`src/rtl/hs_pkg.sv`:
```
// Shared state encodings, default score width and the saturating adder for the
// high-score controller.
package hs_pkg;

  localparam int SCORE_W_DEF = 8;

  typedef enum logic [2:0] {
    S_IDLE = 3'd0,
    S_PLAY = 3'd1,
    S_CMP  = 3'd2,
    S_UPD  = 3'd3,
    S_SHOW = 3'd4
  } state_t;

  // Unsigned add that clamps at lim instead of wrapping.
  function automatic logic [31:0] sat_add(input logic [31:0] a,
                                          input logic [31:0] step,
                                          input logic [31:0] lim);
    logic [32:0] sum;
    sum = {1'b0, a} + {1'b0, step};
    return (sum > {1'b0, lim}) ? lim : sum[31:0];
  endfunction

endpackage

```
`src/rtl/score_compare.sv`:
```
// Combinational compare of two scores: larger value and strict a > b flag.
module score_compare #(
  parameter int W = 8
) (
  input  logic [W-1:0] a,
  input  logic [W-1:0] b,
  output logic [W-1:0] max,
  output logic         a_gt_b
);

  always_comb begin
    a_gt_b = (a > b);
    max    = a_gt_b ? a : b;
  end

endmodule

```
`src/rtl/highscore_ctrl.sv`:
```
// Game-round sequencer: counts the score during play, compares it against the
// stored high score on game over, commits a record and holds the result.
//
//   state | meaning
//   IDLE  | waiting for start; clear_hs zeroes the high score
//   PLAY  | counting point_inc pulses until game_over
//   CMP   | latch compare result of current vs high score
//   UPD   | commit record if strictly better
//   SHOW  | hold result for HOLD_CYCLES, then pulse done
module highscore_ctrl
  import hs_pkg::*;
#(
  parameter int SCORE_W     = SCORE_W_DEF,
  parameter int PT_STEP     = 1,
  parameter int HOLD_CYCLES = 50
) (
  input  logic               clk,
  input  logic               rst_n,
  input  logic               start,
  input  logic               point_inc,
  input  logic               game_over,
  input  logic               clear_hs,
  output logic [SCORE_W-1:0] current_score,
  output logic [SCORE_W-1:0] high_score,
  output logic               new_record,
  output logic               busy,
  output logic               done,
  output logic [2:0]         state_o
);

  localparam int HOLD_W = (HOLD_CYCLES > 1) ? $clog2(HOLD_CYCLES) : 1;
  localparam logic [HOLD_W-1:0]  HOLD_LAST = HOLD_W'(HOLD_CYCLES - 1);
  localparam logic [SCORE_W-1:0] SCORE_MAX = '1;

  state_t             state, state_nxt;
  logic [HOLD_W-1:0]  hold_cnt;
  logic               hold_last;
  logic [SCORE_W-1:0] cmp_max, max_q;
  logic               cmp_gt, gt_q;

  assign hold_last = (hold_cnt == HOLD_LAST);

  // a = current, b = high so that a_gt_b is the strict-improvement flag.
  score_compare #(.W(SCORE_W)) u_cmp (
    .a      (current_score),
    .b      (high_score),
    .max    (cmp_max),
    .a_gt_b (cmp_gt)
  );

  always_ff @(posedge clk or negedge rst_n) begin
    if (!rst_n) state <= S_IDLE;
    else        state <= state_nxt;
  end

  always_comb begin
    state_nxt = S_IDLE;
    case (state)
      S_IDLE:  state_nxt = start ? S_PLAY : S_IDLE;
      S_PLAY:  state_nxt = game_over ? S_CMP : S_PLAY;
      S_CMP:   state_nxt = S_UPD;
      S_UPD:   state_nxt = S_SHOW;
      S_SHOW:  state_nxt = hold_last ? S_IDLE : S_SHOW;
      default: state_nxt = S_IDLE;
    endcase
  end

  always_comb begin
    busy    = (state != S_IDLE);
    state_o = state;
  end

  always_ff @(posedge clk or negedge rst_n) begin
    if (!rst_n) begin
      current_score <= '0;
      high_score    <= '0;
      new_record    <= 1'b0;
      done          <= 1'b0;
      hold_cnt      <= '0;
      max_q         <= '0;
      gt_q          <= 1'b0;
    end else begin
      done <= 1'b0;
      case (state)
        S_IDLE: begin
          if (clear_hs) high_score <= '0;
          if (start) begin
            current_score <= '0;
            new_record    <= 1'b0;
          end
        end
        S_PLAY: begin
          if (point_inc)
            current_score <= SCORE_W'(sat_add(32'(current_score), 32'(PT_STEP),
                                              32'(SCORE_MAX)));
        end
        S_CMP: begin
          max_q <= cmp_max;
          gt_q  <= cmp_gt;
        end
        S_UPD: begin
          if (gt_q) begin
            high_score <= max_q;
            new_record <= 1'b1;
          end
        end
        S_SHOW: begin
          if (hold_last) begin
            hold_cnt <= '0;
            done     <= 1'b1;
          end else begin
            hold_cnt <= hold_cnt + HOLD_W'(1);
          end
        end
        default: ;
      endcase
    end
  end

endmodule

```
`config.mk`:
```
export PLATFORM = sky130hd
export DESIGN_NAME = highscore_ctrl
export DESIGN_NICKNAME = d
export VERILOG_FILES = /design/src/rtl/hs_pkg.sv /design/src/rtl/score_compare.sv /design/src/rtl/highscore_ctrl.sv
export SDC_FILE = /design/constraint.sdc
export NUM_CORES = 1
export LEC_CHECK = 0
export ABC_AREA = 1
export BUFFER_PORTS_ARGS = -buffer_cell sky130_fd_sc_hd__buf_4
export CAP_MARGIN = 10
export CORE_UTILIZATION = 50
export DETAILED_ROUTE_END_ITERATION = 8
export GPL_TIMING_DRIVEN = 0
export PLACE_DENSITY = 0.7
export SYNTH_ARGS = -nofsm -noshare
export SYNTH_HDL_FRONTEND = slang
export SYNTH_SLANG_ARGS = --single-unit
```
`constraint.sdc`:
```
create_clock -name clk -period 1.6 [get_ports clk]
set_clock_uncertainty 0.2 [all_clocks]
set_input_delay 0.24 -clock clk [delete_from_list [all_inputs] [get_ports clk]]
set_output_delay 0.24 -clock clk [all_outputs]
set_load 0.03 [all_outputs]
```
=== Yosys cells after proc, flatten, opt, wreduce, memory -nomap -nowiden ===
Cells that the tools add are included.

* Input port bits: 6
* Register bits: 36
* Output and inout port bits: 22
* Word-level logic and storage cells: 46

* Multiplexer cells: 18
* $lt $le $gt $ge: 2
* Eq/ne operators: 9
* Add/sub/neg operators: 2
* Reduce and logical (&&, ||, !) cells: 7

{| class="wikitable"
|+ Operator list
! kind !! number
|-
| $mux W8 || 6
|-
| $pmux W8 S2 || 2
|-
| $pmux W3 S5 || 1
|-
| $add A8 B1 Y9 const B || 1
|-
| $gt A9 B8 Y1 const B || 1
|-
| $reduce_and A3 Y1 || 3
|-
| $gt A8 B8 Y1 || 1
|-
| $ne A2 B2 Y1 const B || 4
|-
| $add A6 B1 Y6 const B || 1
|-
| $eq A3 B2 Y1 const B || 2
|-
| $eq A6 B6 Y1 const B || 1
|-
| $mux W6 || 1
|-
| $mux W1 || 5
|-
| $reduce_bool A2 Y1 || 2
|-
| $eq A3 B1 Y1 const B || 1
|-
| $eq A3 B3 Y1 const B || 1
|-
| $logic_not A3 Y1 || 1
|-
| $mux W3 || 1
|-
| $reduce_bool A3 Y1 || 1
|-
| $mux W2 || 1
|-
| $pmux W1 S2 || 1
|}

=== Depth between registers and ports, before layout ===
* Word-level depth: 5
* Depth in mapped cells: 11
* Mapped depth without buffers: 11

=== By module ===
A second synthesis with hierarchy kept.

* Cell total of the unflattened synthesis: 259
* Area total of the unflattened synthesis: 2129.5 um^2

{| class="wikitable"
|+ Modules (own cells, without submodules)
! module !! times used !! sequential area each (um^2) !! area an instance (um^2) !! cells an instance
|-
| highscore_ctrl || 1 || 900.9 || 1759.2 || 198
|-
| score_compare || 1 || 0.0 || 370.4 || 61
|}

=== Worst setup path after synthesis ===
No wires, ideal clock.

* Path type: register -> register
* Start: reg high_score[7]
* End: reg max_q[0]
* Buffers on the path: 0
* Clock period less this slack: 1.978 ns
* Data arrival time: 1.660 ns
* Setup time: 0.118 ns
* Setup slack: -0.378 ns
* Cell stages (with the launch flop): 10
* Required time: 1.282 ns
* Path through: dfrtp_1 inv_1 ha_1 nand2_1 nor2_1 nand4_2 nand2_2 nand2_1 nand3_1 nand2_1

* Longest elaborated chain between the ends: 2

{| class="wikitable"
|+ RTL lines
! what !! RTL line !! source
|-
| start: declaration || highscore_ctrl.sv:24 || <nowiki>output logic [SCORE_W-1:0] high_score,</nowiki>
|-
| start signal: assignment || highscore_ctrl.sv:103 || <nowiki>high_score <= max_q;</nowiki>
|-
| $gt A8 B8 Y1 || score_compare.sv:12 || <nowiki>a_gt_b = (a > b);</nowiki>
|-
| $mux W8 || score_compare.sv:13 || <nowiki>max = a_gt_b ? a : b;</nowiki>
|-
| end signal: assignment || highscore_ctrl.sv:98 || <nowiki>max_q <= cmp_max;</nowiki>
|-
| end: declaration || highscore_ctrl.sv:38 || <nowiki>logic [SCORE_W-1:0] cmp_max, max_q;</nowiki>
|}

Every way passes these cells.
A chain may end at the register's enable or synchronous reset.

=== Worst setup path in the final report ===
* Start: reg current_score[0]
* End: reg max_q[4]

* Longest elaborated chain between the ends: 2

{| class="wikitable"
|+ RTL lines
! what !! RTL line !! source
|-
| start: declaration || highscore_ctrl.sv:23 || <nowiki>output logic [SCORE_W-1:0] current_score,</nowiki>
|-
| start signal: assignment || highscore_ctrl.sv:94 || <nowiki>current_score <= SCORE_W'(sat_add(32'(current_score), 32'(PT_STEP),</nowiki>
|-
| $gt A8 B8 Y1 || score_compare.sv:12 ||
|-
| $mux W8 || score_compare.sv:13 ||
|}

Every way passes these cells.

==> results.md <==
* Status: finished with violations
* Failing checks: negative setup slack
* Worst Path Arrival at ~1.8 ns
* Fmax achieved at 537 MHz
* Synth warn at 0
* RSZ-0062 raised after global routing: yes
* Final period utilization at 1.16
* Mapped Avg Cell Area at 7.87 um2
* Period minus WS final at 1.86 ns
* CP Class: flip-flop to flip-flop
* CP Cell Sequence: inv_4 > ha_1 > inv_1 > a21oi_2 > o21ai_2 > nand2_2 > nand2_4 > nand2_4 > nand2_1 > nand3_1 > nand2_1
* Min setup slack post-route at -0.262 ns
* Port Buffer Count at 27
* VDD IR max at about 0.59 mV
* Final setup fails at 15
* Commonest non-fill, non-tap cell in the layout: nand2_1
* Worst min path class: primary input to flip-flop
* Final WL at roughly 6.1 mm
* Most frequent cells in the layout: nand2_1, buf_4, nand3_1
* Die height at 66.1 um
* Worst r2r path cells at 11
* CTS Buf Count at 5
* Initial antenna violation count at 0
* Core ar. at 3800 um2
* Yosys cell types at 28
* Die width at 66.1 um
* Slowest-stage cell, CP: dfrtp_2
* Max stage delay on crit path at approximately 0.47 ns
* Slew margin rel. at 0.688
* Register-to-register setup slack at -0.26 ns
* Via density at 5.44
* CTS Root Cell: clkbuf_8
* Mapped Area at between 2000 and 2500 um2
* WP depth at 11
* Worst setup SP type: flip-flop
* GP Congestion at around 0.8
* Syn nets at ~280
* Worst-path clk slew at 0.08 ns
* Die ar. at 4370 um2
* P&R area growth vs syn at 52.0%
* Final Power at 1.74 mW
* Cell total after placement at approximately 340
* Drt initial violations at 115
* Share of layout cells above drive strength 1 at 0.514
* WL per Instance at 16.1 um
* GR Util All Layers at 0.255
* H-tree levels at 2
* TritonCTS clock tree: built
* Vias in the first global route at ~1800
* PwrDens at between 500 and 600 nW/um2
* Fin util at 0.822
* Critical Path Sink: max_q[4]$_DFFE_PN0P_
* Critical R2R Launch: current_score[0]$_DFFE_PN0P_
* Worst-path fanout max at 5
* DP HPWL at 3.22 mm
* First-pass GRT wire length at between 8 and 9 mm
* Std cell rows at 22
* FILL cells at approximately 220
* Hold Violations, Final at 0
* Worst skew pair latency at roughly 0.29 ns
* Clock buffer depth at 2
* CP Data Required Time at approximately 1.6 ns
* Worst Path Buf+Inv at 2
* Register area at a little over 900 um2
* Routed Antenna Nets at 0
* TritonRoute pass-1 iters at 4
* Worst-margin pin slew at 0.468 ns
* I/O pins at 28
* Hold Path Origin: start
* Max-cap viol count at 0
* Largest net degree at the start of global routing at 37
* Pleak at roughly 1.5 nW
* Post-Synthesis Cells at 261
* Crit path max-delay family: simple AND/OR/NAND/NOR gates
* Clock Sinks at 36
* Final net count at 350
* Slew Viols, Final at 0
* CP Capture Type: flip-flop
* FF+latch count, synth at 36
* Antenna diode count at 0
* Initial cell density of the core at 0.541
* Grt total ovfl at 0
* DR vias at a little over 2000
* FF-to-FF End: max_q[4]$_DFFE_PN0P_
* CP startpoint: current_score[0]$_DFFE_PN0P_
* Multi-input logic area at around 1400 um2
* Drt drc at 0
* Seq/Total Area, Yosys at 0.438
* Final cell count without fillers at around 380
area by class of cell:
| type | instances | area share |
|---|---|---|
| flip-flops and latches | 36 | 0.296 |
| repair buffers | 61 | 0.160 |
| inverters | 36 | 0.0473 |
| clock buffers | 6 | 0.0232 |
| well taps | 48 | 0.0192 |
| multi-input cells | 189 | 0.434 |
| clock inverters | 2 | 0.0112 |
| plain buffers | 3 | 0.00962 |
metal layers:
layer | global-route usage | wire [um] | vias to the layer above
li1 | - | - | 996
met1 | 0.343 | 2510 | 998
met2 | 0.412 | 3160 | 60
met3 | 0.0466 | 281 | 18
met4 | 0.0851 | 167 | 0
met5 | 0 | 0 | -
cell families (layout without fill, tap and decap cells):
group                      count (synthesis)  count (layout)  share of synthesized area
adders and majority gates                 12              12                     0.0731
xor gates and xnor gates                   1               1                    0.00426
AOI/OAI and AO/OA                         28              28                     0.0761
buffers and inverters                     39             108                     0.0804
DFF                                       36              36                      0.438
and+or+nand+nor                          145             148                      0.328
per-stage QoR:
step                      instance area (um2)  setup WS [ns]  hold slack (ns)  TNS, ns
after floorplan                          2210         -0.133           -0.256    -1.80
after global placement                   2470         -0.184           0.0263    -3.03
after detailed placement                 2470         -0.239           0.0280    -3.60
after CTS                                2820         -0.146           0.0791    -1.76
after global routing                     3120         -0.329            0.111    -4.36
final                                    3120         -0.262           0.0769    -2.78
flip-flops by register name (all words and copies together) (netlist names):
| signal | count |
|---|---|
| max_q | 8 |
| gt_q | 1 |
| current_score | 8 |
| done | 1 |
| new_record | 1 |
| state_o | 3 |
| hold_cnt | 6 |
| high_score | 8 |
Yosys cell counts:
cell       n  area share
nand2_1   76        0.14
nand3_1   39       0.095
dfrtp_1   36        0.44
inv_1     34       0.062
o21ai_0   14       0.034
ha_1      12       0.073
nor2_1    11       0.020
a21oi_1    6       0.015
nand2_2    5       0.015
nand4_1    3      0.0091
buf_2      2      0.0049
inv_2      2      0.0037
nor2_2     2      0.0061
nor3_1     2      0.0049
o21a_1     2      0.0073
o21ai_1    2      0.0049
o21ai_2    2      0.0085
buf_12     1      0.0097
nand2_4    1      0.0055
nand3_2    1      0.0049
nand4_2    1      0.0061
nor2_4     1      0.0055
nor3_2     1      0.0049
nor3_4     1      0.0079
nor3b_1    1      0.0037
o211ai_1   1      0.0037
o22ai_1    1      0.0030
xor2_1     1      0.0043
how the worst min path moves through the flow:
stage | endpoint | slack (ns) | depth (start not counted)
CTS | state_o[0]$_DFF_PN0_ | 0.08 | 3
finish | state_o[0]$_DFF_PN0_ | 0.08 | 3
global route | state_o[0]$_DFF_PN0_ | 0.11 | 3
floorplan | current_score[0]$_DFFE_PN0P_ | -0.26 | 0
detailed placement | max_q[7]$_DFFE_PN0P_ | 0.03 | 1
global placement | max_q[6]$_DFFE_PN0P_ | 0.03 | 1
worst reg2reg max path: cells and delay by family (launching register included):
family	cells	cell delay [ns]
adders and majority gates	1	0.14
DFF	1	0.47
AOI/OAI and AO/OA	2	0.21
and+or+nand+nor	6	0.56
buffers and inverters	2	0.15
report_power, final:
part	internal, mW	switching (mW)
sequential	0.909	0
clock	0.462	0.332
combinational	0.0109	0.0203
total	1.38	0.353
what timing repair did:
| action | in CTS | in global routing |
|---|---|---|
| hold buffers | 2 | 0 |
| setup buffers | 17 | 14 |
| gates resized for setup | 22 | 50 |
| endpoints found under the setup margin | 29 | 29 |
| pin swaps | 12 | 28 |
| cloned | 3 | 1 |
| endpoints found under the hold margin | 38 | 0 |
(Power assumes the default switching activity.)
